## config.mk

```make
export PLATFORM = sky130hd
export DESIGN_NAME = sq_gen_multi
export DESIGN_NICKNAME = d
export VERILOG_FILES = /design/src/rtl/sq_gen_pkg.sv /design/src/rtl/sq_chan.sv /design/src/rtl/sq_gen_multi.sv
export SDC_FILE = /design/constraint.sdc
export NUM_CORES = 1
export LEC_CHECK = 0
export CAP_MARGIN = 5
export CORE_UTILIZATION = 40
export CTS_CLUSTER_DIAMETER = 150
export DETAILED_ROUTE_END_ITERATION = 10
export PLACE_DENSITY_LB_ADDON = 0.1
export SYNTH_ARGS = -nofsm -noshare
export SYNTH_HDL_FRONTEND = slang
export SYNTH_HIERARCHICAL = 1
export SYNTH_SLANG_ARGS = --single-unit
export TNS_END_PERCENT = 50
```

## constraint.sdc

```tcl
create_clock -name clk -period 2.63 [get_ports clk]
set_clock_uncertainty 0.05 [all_clocks]
set_input_delay 0.526 -clock clk [delete_from_list [all_inputs] [get_ports clk]]
set_output_delay 0.526 -clock clk [all_outputs]
set_load 0.03 [all_outputs]
```

## src/rtl/sq_gen_pkg.sv

```systemverilog
// rtl/sq_gen_pkg.sv - shared constants and helpers for the square-wave generator
package sq_gen_pkg;

  // Register select encoding on the write port
  localparam logic WR_SEL_TC   = 1'b0;
  localparam logic WR_SEL_HIGH = 1'b1;

  // Reset configuration: period 2, high 1 -> divide-by-2 at 50% duty
  localparam int DEF_TC   = 1;
  localparam int DEF_HIGH = 1;

  // Channel index width; a single channel still needs a 1-bit select
  function automatic int ch_idx_w(input int num_ch);
    return (num_ch > 1) ? $clog2(num_ch) : 1;
  endfunction

endpackage

```

## src/rtl/sq_chan.sv

```systemverilog
// rtl/sq_chan.sv - one square-wave channel: counter, shadow/active registers, output flops
module sq_chan
  import sq_gen_pkg::*;
#(
  parameter int WIDTH        = 16,
  parameter int DEFAULT_TC   = DEF_TC,
  parameter int DEFAULT_HIGH = DEF_HIGH
) (
  input  logic             clk_i,
  input  logic             rst_i,
  input  logic             wr_en_i,
  input  logic             wr_sel_i,
  input  logic [WIDTH-1:0] wr_data_i,
  input  logic             en_i,
  output logic             sq_o,
  output logic             tick_o
);

  logic [WIDTH-1:0] cnt_q, cnt_d;
  logic [WIDTH-1:0] tc_sh_q, tc_sh_d;
  logic [WIDTH-1:0] hi_sh_q, hi_sh_d;
  logic [WIDTH-1:0] tc_act_q, tc_act_d;
  logic [WIDTH-1:0] hi_act_q, hi_act_d;
  logic             sq_q, sq_d;
  logic             tick_q, tick_d;
  logic             wrap;

  assign wrap = (cnt_q == tc_act_q);

  // Next-state: shadow writes, period-boundary reload of the active pair, counter and outputs
  always_comb begin
    tc_sh_d  = tc_sh_q;
    hi_sh_d  = hi_sh_q;
    cnt_d    = cnt_q;
    tc_act_d = tc_act_q;
    hi_act_d = hi_act_q;

    if (wr_en_i) begin
      if (wr_sel_i == WR_SEL_HIGH) hi_sh_d = wr_data_i;
      else                         tc_sh_d = wr_data_i;
    end

    // Active registers always load the pre-write shadow, so a write landing on
    // the wrap cycle only takes effect at the following wrap.
    if (!en_i) begin
      cnt_d    = '0;
      tc_act_d = tc_sh_q;
      hi_act_d = hi_sh_q;
    end else if (wrap) begin
      cnt_d    = '0;
      tc_act_d = tc_sh_q;
      hi_act_d = hi_sh_q;
    end else begin
      cnt_d = cnt_q + WIDTH'(1);
    end

    sq_d   = en_i & (cnt_q < hi_act_q);
    tick_d = en_i & wrap;
  end

  // State registers; reset discards any same-cycle write
  always_ff @(posedge clk_i) begin
    if (rst_i) begin
      cnt_q    <= '0;
      tc_sh_q  <= WIDTH'(DEFAULT_TC);
      hi_sh_q  <= WIDTH'(DEFAULT_HIGH);
      tc_act_q <= WIDTH'(DEFAULT_TC);
      hi_act_q <= WIDTH'(DEFAULT_HIGH);
      sq_q     <= 1'b0;
      tick_q   <= 1'b0;
    end else begin
      cnt_q    <= cnt_d;
      tc_sh_q  <= tc_sh_d;
      hi_sh_q  <= hi_sh_d;
      tc_act_q <= tc_act_d;
      hi_act_q <= hi_act_d;
      sq_q     <= sq_d;
      tick_q   <= tick_d;
    end
  end

  assign sq_o   = sq_q;
  assign tick_o = tick_q;

endmodule

```

## src/rtl/sq_gen_multi.sv

```systemverilog
// rtl/sq_gen_multi.sv - multi-channel programmable square-wave / clock-divider generator
module sq_gen_multi
  import sq_gen_pkg::*;
#(
  parameter int NUM_CH       = 4,
  parameter int WIDTH        = 16,
  parameter int DEFAULT_TC   = DEF_TC,
  parameter int DEFAULT_HIGH = DEF_HIGH
) (
  input  logic                          clk,
  input  logic                          rst,
  input  logic                          wr_en,
  input  logic [ch_idx_w(NUM_CH)-1:0]   wr_ch,
  input  logic                          wr_sel,
  input  logic [WIDTH-1:0]              wr_data,
  input  logic [NUM_CH-1:0]             ch_en,
  output logic [NUM_CH-1:0]             sq_out,
  output logic [NUM_CH-1:0]             tick
);

  localparam int CHW = ch_idx_w(NUM_CH);

  logic [NUM_CH-1:0] wr_stb;

  for (genvar i = 0; i < NUM_CH; i++) begin : g_ch
    // Channel indices beyond NUM_CH-1 match no strobe, so such writes are dropped
    assign wr_stb[i] = wr_en && (wr_ch == CHW'(i));

    sq_chan #(
      .WIDTH       (WIDTH),
      .DEFAULT_TC  (DEFAULT_TC),
      .DEFAULT_HIGH(DEFAULT_HIGH)
    ) u_chan (
      .clk_i    (clk),
      .rst_i    (rst),
      .wr_en_i  (wr_stb[i]),
      .wr_sel_i (wr_sel),
      .wr_data_i(wr_data),
      .en_i     (ch_en[i]),
      .sq_o     (sq_out[i]),
      .tick_o   (tick[i])
    );
  end

endmodule

```

Yosys cells after proc, flatten, opt, wreduce, memory -nomap -nowiden
Index checks and enable logic that the tools add are counted.
- mux-type cells: 16
- add/subtract/negate cells: 4
- bitwise gates (word level): 13
- reductions and logical operators: 17
- order comparisons: 4
- equal/unequal tests: 11
- operators by type and width (kind ; count):
    16-bit 2-to-1 mux ; 16
    16-bit by 1-bit adder with 16-bit output, second input constant ; 4
    16-bit == test ; 4
    16-bit < comparator ; 4
    2-bit AND reduction ; 8
    3-bit OR reduction ; 4
    1-bit AND ; 8
    2-bit by 1-bit != test with 1-bit output, second input constant ; 4
    1-bit NOT ; 5
    2-bit == test, second input constant ; 2
    1-bit logical AND ; 4
    2-bit by 1-bit == test with 1-bit output, second input constant ; 1
    2-bit logical NOT ; 1
- word-level logic and storage cells: 93
- register bits after elaboration: 328
- output and inout port bits: 8

Longest topological paths before layout
- word-level depth: 3
- mapped depth: 7

Modules after synthesis
The synthesis kept the hierarchy.
- modules (own cells, without submodules) (module ; cells each ; area each (sq um) ; times used):
    sq_chan ; 396 ; 3505.9 ; 4
    sq_gen_multi ; 4 ; 37.5 ; 1

Least setup slack after synthesis
Ideal clock, no wire load.
- kind: reg2reg
- from: reg g_ch[0].u_chan.cnt_q[11]
- to: reg g_ch[0].u_chan.hi_act_q[10]
- stages on the path, launching flop included: 7
- library setup time: 128 ps
- data arrival time: 1773 ps
- data required time: 2452 ps
- period minus slack after synthesis: 1950 ps
- setup slack: 680 ps
- buffers on the path: 1
- cell sequence: dfxtp_1 > xnor2_1 > nand4_1 > o41ai_4 > buf_6 > mux2i_1 > nor2_1
- cells in the longest elaborated chain, start to end: 2
- ends and longest elaborated chain (what ; line ; text):
    start, declared ; sq_chan.sv:19 ; logic [WIDTH-1:0] cnt_q, cnt_d;
    start signal, assigned ; sq_chan.sv:72 ; cnt_q <= cnt_d;
    16-bit == test ; sq_chan.sv:28 ; assign wrap = (cnt_q == tc_act_q);
    2-bit by 1-bit != test with 1-bit output (no source line) ; - ;
    end signal, assigned ; sq_chan.sv:68 ; hi_act_q <= WIDTH'(DEFAULT_HIGH);
    end signal, assigned ; sq_chan.sv:76 ; hi_act_q <= hi_act_d;
    end, declared ; sq_chan.sv:23 ; logic [WIDTH-1:0] hi_act_q, hi_act_d;
No other way between the ends.
A chain may end at the register's enable or synchronous reset.

Final worst setup path
- from: reg g_ch[2].u_chan.cnt_q[13]
- to: reg g_ch[2].u_chan.cnt_q[15]
- cells in the longest elaborated chain, start to end: 2
- elaborated cells between the ends (all ways): 3
- classes of those cells: add/sub (1); eq/ne (1); reduce/logical (1)
- ends and longest elaborated chain (what ; line):
    start, declared ; sq_chan.sv:19
    start signal, assigned ; sq_chan.sv:72
    parallel branches: the longest is 2 deep, another holds 16-bit by 1-bit adder with 16-bit output ; -
Parallel ways; which one is timed is not known.

==> flow_summary.yaml <==
power:
  p_int_w: 0.00829
  share_of_total_power_in_the_clock_network_pct: 46.0
  power_density_mw_per_mm2: 672
  switching_share_of_total_power_pct: 23.3
  seqPwrFrac_pct: 47.2
  power_switching_w: 0.00252
  power.leakage_nw: 6.15
  irDropWorstVdd_uv: 488
  comb_power_share_pct: 6.7
timing:
  worst_slew_margin_rel_pct: 48.2
  maxClockFrequency_ghz: 0.463
  worst-slew-pin-transition_ns: 0.774
  drv_slew: 0
  grt_setup_unrepaired: "no"
  finalHoldViolCount: 0
  layout_setup_ws_ns: 0.471
  post-route-period-util_pct: 82.1
  setup-violations-final: 0
  finalSetupTns_ns: 0
  period_minus_slack_ns: 2.16
clocking:
  hold_bufs_at_cts: 0
  htree_levels: 2
  clk_latency_ns: 0.52
  cts_clk_pin_slew_worst_paths_ns: 0.06
  cts_tree: "done"
  cts_buffers: 37
  clk_root_buffer_cell: "sky130_fd_sc_hd__clkbuf_16"
  clock_sink_count: 328
  cts_max_path_buffers: 3
  post_cts_resized: 0
  cts_setup_buffers: 0
synthesis:
  number_of_cells_produced_by_synthesis: 1588
  synth_cell_type_count: 33
  synthesis.yosys.warnings: 6
  synthesis.nets: 1678
  avgSynthCellArea_sq_um: 8.85
  syn-cell-area_sq_mm: 0.0141
  ys_seq_area_share_pct: 46.7
  synth_flop_cell: "sky130_fd_sc_hd__dfxtp_1"
  synth_enable_flop_cells: 0
  proportion_of_register_bits_with_asynchronous_set_or_reset_after_synthesis_pct: 0
  yosys_register_bits: 328
detailed_routing:
  detailroute.via_count: 10308
  drt_iter0_markers: 503
  detail_route.first_pass.iterations: 4
  wire_per_inst_microns: 16.6
  drc_errors: 0
  vias_per_cell: 4.91
  drtAntennaViolNets: 0
  totalWireLength_mm: 34.7
critical_path:
  timing.reg2reg.worst_path_depth: 5
  critical_path_class: "register to register"
  critPathMaxFanout: 16
  crit_path_start_kind: "register"
  cp_data_required_time_ns: 2.96
  setup.worst_path.end_class: "register"
  worst-endpoint-arrival_ns: 2.49
  setup.reg_to_reg.worst_slack_ns: 0.47
placement:
  dpl_worst_slack_ns: 0.327
  port-buffer-count: 33
  post_detail_place_hpwl_mm: 22.9
  place.gp.congestion: 0.770
  placedInstanceArea_sq_mm: 0.0149
cells_and_area:
  finish.utilization_pct: 46.5
  finish.net_count: 1710
  layout-drive-gt1-share_pct: 6.57
  layout_overhead_on_the_synthesized_area_pct: 14.3
  insertedDiodeCount: 0
  stdcell_area_sq_mm: 0.0161
die:
  coreArea_sq_mm: 0.0345
  chipWidth_microns: 189
  floorplan.io_pins: 34
  die_area_sq_mm: 0.0359
  initial_core_util_pct: 40.7
  fp.dieH_microns: 189
  fp-row-count: 68
worst_hold_path:
  hold_path_cells: 2
  hold_path_class: "input port to register"
flow_run:
  max_cap_violations: 0
global_routing:
  first_pass_grt_wire_length_mm: 56.1
  global_route.overflow_total: 0
  grt_pass1_vias: 10078
  globalRouteTotalUtil_pct: 19.9
  antenna_violations_before_repair: 1
  grt_max_degree: 139
status:
  outcome: "complete, no violations"
stage by stage:
stage / hold WS (ns) / power [W] / cells
4_1_cts: 0.297 / 0.0110 / 2099
2_1_floorplan: 0.386 / 0.00568 / 1588
5_1_grt: 0.312 / 0.0112 / 2099
3_3_place_gp: 0.392 / 0.00595 / 2036
6_report: 0.318 / 0.0108 / 2099
3_5_place_dp: 0.396 / 0.00595 / 2036
power groups by stage:
stage,registers (W),logic (W),clock network (W)
3_3_place_gp,0.00521,0.000738,0
5_1_grt,0.00511,0.000794,0.00528
2_1_floorplan,0.00521,0.000470,0
6_report,0.00510,0.000728,0.00498
3_5_place_dp,0.00521,0.000740,0
4_1_cts,0.00510,0.000744,0.00510
state kept, by name (all words and copies together) (netlist names):
signal                count
g_ch.u_chan/cnt_q        64
g_ch.u_chan/tc_sh_q      64
g_ch.u_chan/hi_act_q     64
g_ch.u_chan/sq_o          4
g_ch.u_chan/tick_o        4
g_ch.u_chan/hi_sh_q      64
g_ch.u_chan/tc_act_q     64
cells in the mapped netlist, drive strengths merged (21+ instances only):
master	count	area share [%]
a21oi	144	5.1
and3	21	1.0
clkbuf	60	1.6
dfxtp	328	47
ha	64	5.7
inv	68	1.8
mux2i	120	8.5
nand2	276	7.4
nand4	40	2.0
nor2	224	6.0
xnor2	96	6.0
xor2	24	1.5
layout make-up:
type | count | area, sq um
multi-input cells | 1116 | 6850
well taps | 455 | 569
fillers | 3418 | 18500
repair buffers | 69 | 679
inverters | 68 | 255
flip-flops and latches | 328 | 6570
clock inverters | 10 | 103
clock buffers | 53 | 1050
kinds of logic (layout without fill, tap and decap cells):
family	after synthesis	count (layout)	share of synthesized area, %
muxes	120	120	8.54
DFF	328	328	46.7
adders and majority gates	64	64	5.69
xor gates and xnor gates	120	120	7.47
and+or+nand+nor	632	632	19.6
buffers and inverters	144	200	4.56
AOI/OAI and AO/OA	180	180	7.47
worst paths after layout:
path / startpoint / to
max reg2reg: g_ch[2].u_chan/cnt_q[13] / g_ch[2].u_chan/cnt_q[15]
min: rst / g_ch[0].u_chan/tc_act_q[14]
max: g_ch[2].u_chan/cnt_q[13] / g_ch[2].u_chan/cnt_q[15]
min reg2reg: g_ch[0].u_chan/hi_sh_q[5] / g_ch[0].u_chan/hi_sh_q[5]
cell usage in the layout (no fill, tap or decap), drive strengths merged, types with 7 or more instances in the layout:
cell / n
a21o: 8
a21oi: 144
and3: 21
buf: 36
clkbuf: 54
clkdlybuf4s50: 32
clkinv: 7
dfxtp: 328
ha: 64
inv: 68
mux2i: 120
nand2: 276
nand2b: 16
nand3: 16
nand3b: 8
nand4: 40
nor2: 224
nor2b: 8
nor3: 8
o21ai: 12
xnor2: 96
xor2: 24
layer usage:
metal | vias to the layer above | GRT usage (%) | wire [microns]
met3 | 62 | 2.61 | 930
li1 | 5308 | - | -
met4 | 0 | 6.70 | 936
met5 | - | 0 | 0
met2 | 108 | 32.5 | 15900
met1 | 4830 | 27.0 | 17000
critical path: stages, from the launching register on:
cell	delay [ns]
sky130_fd_sc_hd__dfxtp_1	0.47
sky130_fd_sc_hd__xnor2_1	0.16
sky130_fd_sc_hd__nand4_1	0.19
sky130_fd_sc_hd__or4_1	0.56
sky130_fd_sc_hd__nand2b_1	0.48
sky130_fd_sc_hd__nor2_1	0.11
Power figures use the tool's default switching activity.
